$ cat src/rtl/rom_burst_arbiter.sv
// rom_burst_arbiter
//   Shares one synchronous ROM (registered read, one-cycle latency) between
//   two burst requesters. Requests are arbitrated round-robin in the IDLE
//   state. The winner's burst is then issued one beat per cycle, with the
//   address wrapping modulo 2^ADDR_W. Read data comes back with per-master
//   valid and done strobes.
//
// Ports
//   clk_i, rst_i                 clock, asynchronous active-high reset
//   mX_req_i/addr_i/len_i        burst request, start address, beats-1
//   mX_gnt_o                     one-cycle pulse when the burst is accepted
//   mX_rvalid_o, mX_done_o       read data valid / last beat of the burst
//   rdata_o                      shared read data (ROM output passed through)
//   rom_en_o, rom_addr_o         ROM read enable and address
//   rom_dout_i                   ROM data, valid the cycle after rom_en_o
//   mX_abort_i                   owner abort (only with ROM_ARB_ABORT_EN)
//
// Build option
//   ROM_ARB_ABORT_EN : adds m0_abort_i/m1_abort_i. An abort from the owner
//                      during BURST ends the burst after the current beat.
module rom_burst_arbiter #(
  parameter int ADDR_W = 14,
  parameter int DATA_W = 8,
  parameter int LEN_W  = 4
) (
  input  logic              clk_i,
  input  logic              rst_i,
  input  logic              m0_req_i,
  input  logic [ADDR_W-1:0] m0_addr_i,
  input  logic [LEN_W-1:0]  m0_len_i,
  output logic              m0_gnt_o,
  output logic              m0_rvalid_o,
  output logic              m0_done_o,
  input  logic              m1_req_i,
  input  logic [ADDR_W-1:0] m1_addr_i,
  input  logic [LEN_W-1:0]  m1_len_i,
  output logic              m1_gnt_o,
  output logic              m1_rvalid_o,
  output logic              m1_done_o,
  output logic [DATA_W-1:0] rdata_o,
  output logic              rom_en_o,
  output logic [ADDR_W-1:0] rom_addr_o,
  input  logic [DATA_W-1:0] rom_dout_i
`ifdef ROM_ARB_ABORT_EN
  ,
  input  logic              m0_abort_i,
  input  logic              m1_abort_i
`endif
);

  typedef enum logic {IDLE = 1'b0, BURST = 1'b1} state_t;

  state_t             state_q, state_d;
  logic               owner_p0, owner_d;   // 0 = m0, 1 = m1
  logic               ptr_q, ptr_d;        // preferred master on a tie
  logic [ADDR_W-1:0]  addr_p0, addr_d;
  logic [LEN_W-1:0]   rem_p0, rem_d;
  logic               gnt0_q, gnt0_d, gnt1_q, gnt1_d;
  logic               win;
  logic               issue_p0;
  logic               last_beat_p0;
  logic               abort_own;
  logic               vld0_p1, vld1_p1, done0_p1, done1_p1;

`ifdef ROM_ARB_ABORT_EN
  assign abort_own = owner_p0 ? m1_abort_i : m0_abort_i;
`else
  assign abort_own = 1'b0;
`endif

  // A beat is issued on every BURST cycle, so the ROM enable is simply the state.
  assign issue_p0 = (state_q == BURST);

  always_comb begin
    state_d      = state_q;
    owner_d      = owner_p0;
    ptr_d        = ptr_q;
    addr_d       = addr_p0;
    rem_d        = rem_p0;
    gnt0_d       = 1'b0;
    gnt1_d       = 1'b0;
    win          = 1'b0;
    last_beat_p0 = 1'b0;
    case (state_q)
      IDLE: begin
        if (m0_req_i || m1_req_i) begin
          win     = (m0_req_i && m1_req_i) ? ptr_q : m1_req_i;
          state_d = BURST;
          owner_d = win;
          addr_d  = win ? m1_addr_i : m0_addr_i;
          rem_d   = win ? m1_len_i  : m0_len_i;
          gnt0_d  = ~win;
          gnt1_d  = win;
        end
      end
      BURST: begin
        last_beat_p0 = (rem_p0 == '0) || abort_own;
        if (last_beat_p0) begin
          // The finishing master yields the tie to the other one.
          state_d = IDLE;
          ptr_d   = ~owner_p0;
        end else begin
          addr_d = addr_p0 + ADDR_W'(1);
          rem_d  = rem_p0 - LEN_W'(1);
        end
      end
      default: state_d = IDLE;
    endcase
  end

  // ---- stage p0: issue (state, address, remaining beats) ----
  always_ff @(posedge clk_i or posedge rst_i) begin
    if (rst_i) begin
      state_q  <= IDLE;
      owner_p0 <= 1'b0;
      ptr_q    <= 1'b0;
      addr_p0  <= '0;
      rem_p0   <= '0;
      gnt0_q   <= 1'b0;
      gnt1_q   <= 1'b0;
    end else begin
      state_q  <= state_d;
      owner_p0 <= owner_d;
      ptr_q    <= ptr_d;
      addr_p0  <= addr_d;
      rem_p0   <= rem_d;
      gnt0_q   <= gnt0_d;
      gnt1_q   <= gnt1_d;
    end
  end

  // ---- stage p1: ROM read return ----
  always_ff @(posedge clk_i or posedge rst_i) begin
    if (rst_i) begin
      vld0_p1  <= 1'b0;
      vld1_p1  <= 1'b0;
      done0_p1 <= 1'b0;
      done1_p1 <= 1'b0;
    end else begin
      vld0_p1  <= issue_p0 && !owner_p0;
      vld1_p1  <= issue_p0 &&  owner_p0;
      done0_p1 <= issue_p0 && !owner_p0 && last_beat_p0;
      done1_p1 <= issue_p0 &&  owner_p0 && last_beat_p0;
    end
  end

  assign m0_gnt_o    = gnt0_q;
  assign m1_gnt_o    = gnt1_q;
  assign m0_rvalid_o = vld0_p1;
  assign m1_rvalid_o = vld1_p1;
  assign m0_done_o   = done0_p1;
  assign m1_done_o   = done1_p1;
  assign rom_en_o    = issue_p0;
  assign rom_addr_o  = addr_p0;
  assign rdata_o     = rom_dout_i;

endmodule
$ cat config.mk
export PLATFORM = sky130hd
export DESIGN_NAME = rom_burst_arbiter
export DESIGN_NICKNAME = d
export VERILOG_FILES = /design/src/rtl/rom_burst_arbiter.sv
export SDC_FILE = /design/constraint.sdc
export NUM_CORES = 1
export LEC_CHECK = 0
export BUFFER_PORTS_ARGS = -buffer_cell sky130_fd_sc_hd__buf_4
export CELL_PAD_IN_SITES_DETAIL_PLACEMENT = 1
export CELL_PAD_IN_SITES_GLOBAL_PLACEMENT = 1
export CORE_MARGIN = 1.5
export CORE_UTILIZATION = 25
export DETAILED_ROUTE_END_ITERATION = 6
export PLACE_DENSITY = 0.63
export SYNTH_ARGS = -nofsm -noshare
export SYNTH_HDL_FRONTEND = slang
export SYNTH_SLANG_ARGS = --single-unit
export TNS_END_PERCENT = 5
$ cat constraint.sdc
create_clock -name clk_i -period 2.9 [get_ports clk_i]
set_input_delay 0.58 -clock clk_i [delete_from_list [all_inputs] [get_ports clk_i]]
set_output_delay 0.58 -clock clk_i [all_outputs]
set_load 0.1 [all_outputs]
==> results of run 1 <==
per-layer routing:
metal  track usage (%)  up-vias  routed length [µm]
met5                 0        -                   0
li1                  -      788                   -
met4              4.25        0                  50
met2              25.3       49                2590
met3              2.27        4                 284
met1              20.2      813                2560
cells by family (layout without fill, tap and decap cells):
group | Yosys count | in the layout
buf+inv | 32 | 79
flops | 27 | 27
xor+xnor | 2 | 2
fa+ha+maj | 3 | 3
mux | 9 | 9
simple gates | 61 | 61
compound gates | 56 | 56
metrics by stage:
step           hold slack (ps)  cells  util, %  cell area (µm²)  power, W
2_1_floorplan              433    190        -             1760   0.00235
3_3_place_gp               473    329     32.5             2210   0.00271
3_5_place_dp               471    329     32.5             2210   0.00275
4_1_cts                    380    333     33.2             2250   0.00299
5_1_grt                    391    333     33.2             2250   0.00315
6_report                   371    333     33.2             2250   0.00296
power groups by stage:
stage               sequential (W)  combinational, W  clock (W)
CTS                       0.000771           0.00198   0.000238
floorplan                  0.00161          0.000739          0
global placement          0.000769           0.00194          0
global route              0.000802           0.00210   0.000250
finish                    0.000770           0.00196   0.000221
detailed placement        0.000774           0.00198          0
synthesized netlist by cell type, drive strengths merged, types with 2 or more instances:
| cell type | n |
|---|---|
| a211oi | 5 |
| a21boi | 3 |
| a21o | 3 |
| a21oi | 11 |
| a221o | 2 |
| a311oi | 2 |
| and3 | 7 |
| and4 | 2 |
| buf | 17 |
| clkbuf | 5 |
| dfrtp | 27 |
| ha | 3 |
| inv | 10 |
| mux2 | 2 |
| mux2i | 7 |
| nand2 | 13 |
| nand3 | 9 |
| nand4 | 2 |
| nor2 | 13 |
| nor3 | 4 |
| nor4 | 3 |
| o21ai | 10 |
| o221ai | 2 |
| o22ai | 4 |
| o31ai | 5 |
| or4 | 2 |
worst max-delay path: stages (launching register included):
cell	delay [ps]
sky130_fd_sc_hd__dfrtp_1	720
sky130_fd_sc_hd__buf_4	310
sky130_fd_sc_hd__buf_4	320
how the worst min path moves through the flow:
stage,from,to,slack (ps),cells after the start
floorplan,ptr_q,m0_gnt_o,430,1
global placement,ptr_q,m0_gnt_o,470,1
detailed placement,ptr_q,m0_gnt_o,470,1
CTS,rst_i,rom_addr_o[3],380,3
global route,rst_i,rom_addr_o[2],390,3
finish,rst_i,rom_addr_o[2],370,3
final cells by class:
cell class              instances  area, µm²
flip-flops and latches         27        676
multi-input cells             131        887
repair buffers                 65        488
clock buffers                   3       41.3
clock inverters                 1       5.00
fillers                       819       4540
well taps                      96        120
inverters                      10       37.5
==> results by group, run 1 <==
Synthesis
  • Synth top area share: 38.4%
  • Mux share of post-synthesis cell area: 5.68%
  • Dominant cells by area after synthesis: sky130_fd_sc_hd__dfrtp_1 38%, sky130_fd_sc_hd__mux2i_1 4.0%, sky130_fd_sc_hd__buf_6 3.8%, sky130_fd_sc_hd__buf_4 3.4%, sky130_fd_sc_hd__a21oi_1 3.1%
  • Post-synthesis instance area: 1760 µm²
  • Primary FF master, synth: sky130_fd_sc_hd__dfrtp_1
  • Combinational family with the most area after synthesis: compound AO/OA/AOI/OAI gates
  • Syn_nets: 241
  • Synth Area in Simple Gates: 19.4%
  • Register bit total from synthesis: 27
  • Area fraction in compound gates after synthesis: 22.2%
  • Synth warn: 0
  • FFs w/ async S/R, synth: 100%
  • Synth Area in XOR/XNOR: 0.994%
  • Number of cells produced by synthesis: 190
  • Top cell type by total area after synthesis: sky130_fd_sc_hd__dfrtp_1
  • Area share of fa/ha/maj cells after synthesis: 2.13%
  • Post-synthesis cell type count: 49
  • Part of the Yosys area used for sequential elements: 38.4%
  • Count of flip-flops with a built-in enable after synthesis: 0
  • Average cell area after synthesis: 9.27 µm²

STA
  • Final max-slew violation count: 0
  • Number of failing hold endpoints at the final stage: 0
  • Max Freq: 452 MHz
  • Aggregate negative setup slack: 0 ps
  • Setup repair after global routing missed its margin: false
  • Post-layout min period: 2210 ps
  • Worst clock skew on the final layout: 3.78 ps
  • Worst-case setup margin in the final layout: 686 ps
  • Max transition margin: 61.4%
  • Setup violators final: 0
  • Final worst path period share: 76.3%
  • Worst-margin pin slew: 577 ps

Critical path
  • Worst path required time: 2320 ps
  • Arrival time at the worst endpoint: 1630 ps
  • Path depth of the worst reg2reg path: 6
  • End point of the critical path: rom_en_o
  • Critical path origin: rom_en_o
  • Endpoint class of the critical path: output pin
  • FF-to-FF setup slack: 840 ps
  • Kind of launch point of the worst setup path: flop
  • Capturing point of the worst reg2reg path: rom_addr_o[2]
  • Critical Path Fanout Max: 18
  • Launch instance of the worst register-to-register path: rom_en_o
  • Start-to-end type of the worst setup path: flop to output pin

Floorplan
  • FP Rows: 30
  • Die area: 7560 µm²
  • Die Y: 86.9 µm
  • Overall die width: 86.9 µm
  • Core ar.: 6790 µm²
  • Number of I/O pins: 77
  • Effective utilization at floorplan: 25.9%

Clock tree
  • Root cell of the clock tree: sky130_fd_sc_hd__clkbuf_8
  • Sinks on Clock Net: 27
  • Number of resized instances in the post-cts repair step: 0
  • Clock input transition at the sequential cells of the worst setup and hold paths: 100 ps
  • Buffer depth of the longest clock path: 2
  • H-tree Lvls: 1
  • Total of hold buffers inserted after clock tree synthesis: 0
  • Num CTS Buffers: 3
  • TritonCTS clock tree: done
  • Clock latency on the worst-skew pair: 270 ps
  • Post-CTS setup repair buffer count: 0

Route
  • Pre-Repair DR Iteration Count: 4
  • Total detailed-routing wirelength: 5480 µm
  • DRC violation count after routing: 0
  • Initial DRC count: 114
  • Average wire per standard cell: 16.5 µm
  • Via density per instance: 4.97
  • Vias post-DR: 1654
  • Count of antenna-violating nets left after detailed routing: 0

Global routing
  • Via count of the first global-routing pass: 1729
  • Pin count of the biggest net entering global routing: 28
  • Initial antenna violation count: 0
  • Total routing resource utilization after global routing: 15.1%
  • Grt ovf: 0
  • First-pass GRT wire length: 8800 µm

Pwr
  • Largest vdd supply drop: 425 µV
  • Internal Pwr Total: 0.00116 W
  • Relative contribution of sequential cells to total power: 26.1%
  • Leakage power total: 1.05 nW
  • Total power density per cell area: 1310 nW/µm²
  • Net switching power of the design: 0.00179 W
  • Power share of the clock group: 7.5%
  • Fraction of power spent switching nets: 60.6%
  • Part of the power in combinational logic: 66.4%

Placement
  • Final estimated routing congestion in global placement: 0.768
  • Dpl hpwl: 4060 µm
  • Post-placement setup slack: 883 ps
  • Port Buffers: 60

Final layout
  • Flip-flop count of the largest register after layout: 14
  • Commonest cells after routing, fill and taps aside: 65 x sky130_fd_sc_hd__buf_4, 27 x sky130_fd_sc_hd__dfrtp_1, 13 x sky130_fd_sc_hd__nand2_1, 13 x sky130_fd_sc_hd__nor2_1, 11 x sky130_fd_sc_hd__a21oi_1
  • Most common library cell in the layout ignoring fill and taps: sky130_fd_sc_hd__buf_4
  • Fraction of layout instances using a drive strength above 1: 32.5%
  • Diodes inserted: 0
  • Relative area change from synthesis to final layout: 28.0%
  • Total number of nets in the final design: 289

Hold path
  • Kind of path behind the tightest hold check: input port to asynchronous set/reset pin

Status
  • Result of the run: complete, no violations

Run
  • Number of maximum-capacitance violations: 0
Power figures use the tool's default switching activity.
==> run 2: changes to the inputs <==
- clock period: 2.9 -> 2.23 ns (I/O delays scaled with it)
==> run 2 against run 1 <==
Compared with the run above: wire length increased by 1.5%; hold slack got worse by 150 ps; worst setup slack got worse by 340 ps; count of clock-buffer cells in the layout unchanged; register-to-register slack got worse by 410 ps; clock power increased by 42%; critical path depth unchanged; critical path type unchanged.
==> results by group, run 2 (same netlist as run 1, synthesis figures left out) <==
Route
  • Vias post-DR: 1640 (-0.85%)
  • Average wire per standard cell: 16.7 µm (+1.2%)
  • Total detailed-routing wirelength: 5570 µm (+1.5%)
  • DRC violation count after routing: 0 (unchanged)
  • Initial DRC count: 62 (-46%)
  • Via density per instance: 4.91 (-1.1%)
  • Pre-Repair DR Iteration Count: 4 (unchanged)
  • Count of antenna-violating nets left after detailed routing: 0 (unchanged)

Floorplan
  • FP Rows: 30 (unchanged)
  • Overall die width: 86.9 µm (unchanged)
  • Effective utilization at floorplan: 25.9% (unchanged)
  • Number of I/O pins: 77 (unchanged)
  • Core ar.: 6790 µm² (unchanged)
  • Die area: 7560 µm² (unchanged)
  • Die Y: 86.9 µm (unchanged)

Critical path
  • Worst path required time: 1780 ps (-540 ps)
  • Endpoint class of the critical path: output pin
  • Most numerous cell on the critical path: sky130_fd_sc_hd__buf_4
  • Cells along the critical path: buf_4 > buf_4
  • Delay contributed by the slowest stage of the critical path: 590 ps (-130 ps)
  • Critical Path Fanout Max: 12 (-6)
  • Kind of launch point of the worst setup path: flop
  • Cell with the largest stage delay on the worst path: sky130_fd_sc_hd__dfrtp_1
  • Arrival time at the worst endpoint: 1440 ps (-190 ps)
  • Start-to-end type of the worst setup path: flop to output pin

Clock tree
  • Number of resized instances in the post-cts repair step: 0 (unchanged)
  • Post-CTS setup repair buffer count: 0 (unchanged)
  • Clock latency on the worst-skew pair: 290 ps (+20 ps)
  • H-tree Lvls: 1 (unchanged)
  • TritonCTS clock tree: done
  • Sinks on Clock Net: 27 (unchanged)
  • Buffer depth of the longest clock path: 2 (unchanged)
  • Num CTS Buffers: 3 (unchanged)
  • Clock input transition at the sequential cells of the worst setup and hold paths: 110 ps (about the same)
  • Root cell of the clock tree: sky130_fd_sc_hd__clkbuf_8
  • Total of hold buffers inserted after clock tree synthesis: 0 (unchanged)

STA
  • Post-layout min period: 1890 ps
  • Setup repair after global routing missed its margin: false
  • Number of failing hold endpoints at the final stage: 0 (unchanged)
  • Final worst path period share: 84.7%
  • Setup violators final: 0 (unchanged)
  • Max Freq: 530 MHz
  • Worst-margin pin slew: 570 ps (-6.87 ps)
  • Final max-slew violation count: 0 (unchanged)
  • Aggregate negative setup slack: 0 ps (unchanged)
  • Worst-case setup margin in the final layout: 342 ps (-344 ps)
  • Worst clock skew on the final layout: 6.25 ps (+2.48 ps)
  • Max transition margin: 61.9% (+0.46 points)

Global routing
  • Grt ovf: 0 (unchanged)
  • Total routing resource utilization after global routing: 15.6% (+0.45 points)
  • Via count of the first global-routing pass: 1778 (+2.8%)
  • Initial antenna violation count: 0 (unchanged)
  • Pin count of the biggest net entering global routing: 28 (unchanged)
  • First-pass GRT wire length: 9150 µm (+4.0%)

Pwr
  • Leakage power total: 1.05 nW (about the same)
  • Largest vdd supply drop: 695 µV (+63%)
  • Total power: 0.00387 W (+31%)
  • Total power density per cell area: 1710 nW/µm² (+30%)

Final layout
  • Total number of nets in the final design: 290 (+0.35%)
  • Fillers: 807 (-1.5%)
  • Diodes inserted: 0 (unchanged)
  • Finished Core Util: 33.3% (+0.15 points)
  • Final Non-Filler Cells: 334 (+0.30%)
  • Commonest cells after routing, fill and taps aside: 66 x sky130_fd_sc_hd__buf_4, 27 x sky130_fd_sc_hd__dfrtp_1, 13 x sky130_fd_sc_hd__nand2_1, 13 x sky130_fd_sc_hd__nor2_1, 11 x sky130_fd_sc_hd__a21oi_1
  • Most common library cell in the layout ignoring fill and taps: sky130_fd_sc_hd__buf_4
  • Flip-flop count of the largest register after layout: 14 (unchanged)
  • Relative area change from synthesis to final layout: 28.6%
  • Fraction of layout instances using a drive strength above 1: 32.8% (+0.28 points)

Placement
  • Final estimated routing congestion in global placement: 0.778 (+1.4%)
  • Dpl hpwl: 4040 µm (-0.47%)
  • Port Buffers: 60 (unchanged)
  • Cell Count Post-Placement: 330 (+0.30%)
  • Post-placement setup slack: 413 ps (-470 ps)

Status
  • Result of the run: complete, no violations

Hold path
  • Kind of path behind the tightest hold check: input port to asynchronous set/reset pin

Run
  • Number of maximum-capacitance violations: 0 (unchanged)
-- run 2: cell count changes in the layout (fill, tap and decap cells not counted), sizes merged --
| cell | delta |
|---|---|
| buf | +1 |
| clkinv | -1 |
| clkinvlp | +1 |
-- run 2: layout make-up --
class                      count  area [µm²]  area share [%]
tap                           96         120            5.30
sequential                    27         676            29.8
multi-input combinational    131         887            39.2
clock buffer                   3        41.3            1.82
clock inverter                 1        7.51           0.331
timing repair buffer          66         495            21.9
inverter                      10        37.5            1.66
-- run 2: worst paths after layout --
kind	start	to	slack, ps	depth (start not counted)
worst max-delay path	rom_en_o	rom_en_o	340	2
worst min-delay path	rst_i	rom_addr_o[3]	220	3
worst max register to register	rem_p0[0]	rom_addr_o[2]	430	7
worst min register to register	owner_p0	m0_rvalid_o	510	1
max in group asynchronous	rst_i	m0_done_o	1730	3
min in group clk_i	m0_len_i[2]	rem_p0[2]	430	3
-- run 2: stage by stage --
stage               cell area, µm²  hold slack [ps]
floorplan                     1760              433
global route                  2260              252
CTS                           2260              238
global placement              2220              477
finish                        2260              218
detailed placement            2220              490
-- run 2: per-layer routing --
| layer | global-route usage (%) | routed length, µm | vias up |
|---|---|---|---|
| li1 | - | - | 796 |
| met1 | 21.3 | 2610 | 796 |
| met2 | 25.4 | 2630 | 43 |
| met3 | 2.65 | 276 | 5 |
| met4 | 4.11 | 54 | 0 |
| met5 | 0 | 0 | - |
-- run 2: report_power, final --
group          switching, W  leakage (nW)  internal (W)
clock network      0.000186        0.0217      0.000128
registers          0.000270         0.324      0.000717
logic               0.00189         0.702      0.000680
total               0.00235          1.05       0.00152
-- run 2: worst max-delay path, delay by kind of cell (launching register included) --
kind	cells	cell delay [ps]
buf+inv	2	560
flops	1	590
==> run 3: changes to the inputs <==
- PLACE_DENSITY: 0.63 -> 0.66
- clock period: 2.23 -> 1.6 ns (I/O delays scaled with it)
==> run 3 against run 2 <==
Compared with the run above: total power rose by 62%; via count rose by 11%; utilization rose by 6.2 points; design area rose by 19%; register-to-register slack got worse by 380 ps; count of clock-buffer cells in the layout rose by 1; clock power rose by 36%; worst setup slack got worse by 300 ps; critical endpoint is now rom_addr_o[2].
==> results by group, run 3 (same netlist as run 1, synthesis figures left out) <==
Status
  • Result of the run: complete, no violations

Global routing
  • First-pass GRT wire length: 9350 µm (+2.2%)
  • Grt ovf: 0 (unchanged)
  • Initial antenna violation count: 0 (unchanged)
  • Via count of the first global-routing pass: 1809 (+1.7%)
  • Total routing resource utilization after global routing: 16.3% (+0.67 points)
  • Pin count of the biggest net entering global routing: 28 (unchanged)

Floorplan
  • Die Y: 86.9 µm (unchanged)
  • FP Rows: 30 (unchanged)
  • Core ar.: 6790 µm² (unchanged)
  • Number of I/O pins: 77 (unchanged)
  • Effective utilization at floorplan: 25.9% (unchanged)
  • Overall die width: 86.9 µm (unchanged)
  • Die area: 7560 µm² (unchanged)

Pwr
  • Leakage power total: 1.21 nW (+16%)
  • Total power: 0.00625 W (+62%)
  • Total power density per cell area: 2330 nW/µm² (+36%)
  • Largest vdd supply drop: 1060 µV (+52%)

STA
  • Worst-margin pin slew: 381 ps (-188 ps)
  • Number of failing hold endpoints at the final stage: 0 (unchanged)
  • Final max-slew violation count: 0 (unchanged)
  • Final worst path period share: 97.2%
  • Setup repair after global routing missed its margin: true
  • Worst clock skew on the final layout: 14.1 ps (+7.80 ps)
  • Setup violators final: 0 (unchanged)
  • Post-layout min period: 1550 ps
  • Max Freq: 643 MHz
  • Max transition margin: 74.6% (+13 points)
  • Worst hold margin: 90.8 ps (-127 ps)

Critical path
  • Arrival time at the worst endpoint: 1230 ps (-210 ps)
  • Kind of launch point of the worst setup path: flop
  • Endpoint class of the critical path: output pin
  • Cells along the critical path: buf_4 > buf_4
  • Worst path required time: 1280 ps (-500 ps)
  • Launch instance of the worst register-to-register path: rem_p0[1]
  • Cell with the largest stage delay on the worst path: sky130_fd_sc_hd__dfrtp_4
  • Critical path origin: rom_addr_o[2]
  • Delay contributed by the slowest stage of the critical path: 530 ps (-60 ps)
  • Start-to-end type of the worst setup path: flop to output pin
  • Critical Path Fanout Max: 6 (-6)
  • Most numerous cell on the critical path: sky130_fd_sc_hd__buf_4

Clock tree
  • Total of hold buffers inserted after clock tree synthesis: 0 (unchanged)
  • H-tree Lvls: 1 (unchanged)
  • Sinks on Clock Net: 27 (unchanged)
  • Num CTS Buffers: 3 (unchanged)
  • Clock latency on the worst-skew pair: 300 ps (about the same)
  • Buffer depth of the longest clock path: 2 (unchanged)
  • TritonCTS clock tree: done
  • Clock input transition at the sequential cells of the worst setup and hold paths: 110 ps (about the same)
  • Root cell of the clock tree: sky130_fd_sc_hd__clkbuf_8

Placement
  • Port Buffers: 60 (unchanged)
  • Final estimated routing congestion in global placement: 0.815 (+4.7%)
  • Dpl hpwl: 4360 µm (+7.8%)
  • Cell Count Post-Placement: 346 (+4.8%)

Route
  • Total detailed-routing wirelength: 6230 µm (+12%)
  • Vias post-DR: 1820 (+11%)
  • Count of antenna-violating nets left after detailed routing: 0 (unchanged)
  • Pre-Repair DR Iteration Count: 4 (unchanged)
  • Average wire per standard cell: 17.1 µm (+2.8%)
  • Via density per instance: 5.00 (+1.8%)
  • Initial DRC count: 97 (+56%)
  • DRC violation count after routing: 0 (unchanged)

Final layout
  • Most common library cell in the layout ignoring fill and taps: sky130_fd_sc_hd__buf_4
  • Final Non-Filler Cells: 364 (+9.0%)
  • Total number of nets in the final design: 320 (+10%)
  • Diodes inserted: 0 (unchanged)
  • Relative area change from synthesis to final layout: 52.3%
  • Flip-flop count of the largest register after layout: 14 (unchanged)
  • Fraction of layout instances using a drive strength above 1: 50.0% (+17 points)
  • Finished Core Util: 39.5% (+6.2 points)
  • Commonest cells after routing, fill and taps aside: 90 x sky130_fd_sc_hd__buf_4, 13 x sky130_fd_sc_hd__nand2_1, 13 x sky130_fd_sc_hd__nor2_1, 13 x sky130_fd_sc_hd__dfrtp_1, 13 x sky130_fd_sc_hd__dfrtp_4

Run
  • Number of maximum-capacitance violations: 0 (unchanged)

Hold path
  • Kind of path behind the tightest hold check: input port to asynchronous set/reset pin
-- run 3: critical path: cells and delay by family, from the launching register on --
family | cells | cell delay (ps)
DFF | 1 | 530
buffers and inverters | 2 | 410
-- run 3: worst paths after layout --
kind                                 end  slack, ps  cells after the start
max                        rom_addr_o[2]         50                      2
min in group clk_i             rem_p0[2]        290                      3
min reg2reg                     m0_gnt_o        490                      1
min                        rom_addr_o[1]         90                      3
max in group asynchronous       rom_en_o       1180                      3
max reg2reg                rom_addr_o[2]         50                      8
-- run 3: per-stage QoR --
stage	setup TNS (ps)	cell area, µm²	setup slack [ps]
6_report	0	2680	45.4
4_1_cts	0	2510	2.44
5_1_grt	-73.7	2680	-35.6
3_5_place_dp	-123	2440	-24.7
3_3_place_gp	0	2440	18.5
2_1_floorplan	-219	1840	-56.6
-- run 3: timing repair --
action,CTS,global route
pin swaps,0,2
setup buffers,3,10
resized for setup,1,18
gates cloned,0,1
setup endpoints to repair,8,15
-- run 3: final cells by class --
cell class | instances | area (µm²)
Multi-Input combinational cell | 132 | 1000
Inverter | 10 | 37.5
Fill cell | 800 | 4110
Timing Repair Buffer | 95 | 753
Sequential cell | 27 | 726
Tap cell | 96 | 120
Clock buffer | 4 | 45.0
-- run 3: metal layers --
layer	up-vias	track usage, %	wire [µm]
met2	46	26.6	3090
met1	912	21.8	2760
li1	858	-	-
met4	0	4.84	80
met5	-	0	0
met3	4	3.03	298
-- run 3: power breakdown --
part / switching [W] / internal [W] / leakage (nW) / total [W]
Clock: 0.000248 / 0.000180 / 0.0228 / 0.000428
Sequential: 0.000416 / 0.00111 / 0.312 / 0.00153
Combinational: 0.00286 / 0.00144 / 0.876 / 0.00430
Total: 0.00353 / 0.00273 / 1.21 / 0.00625
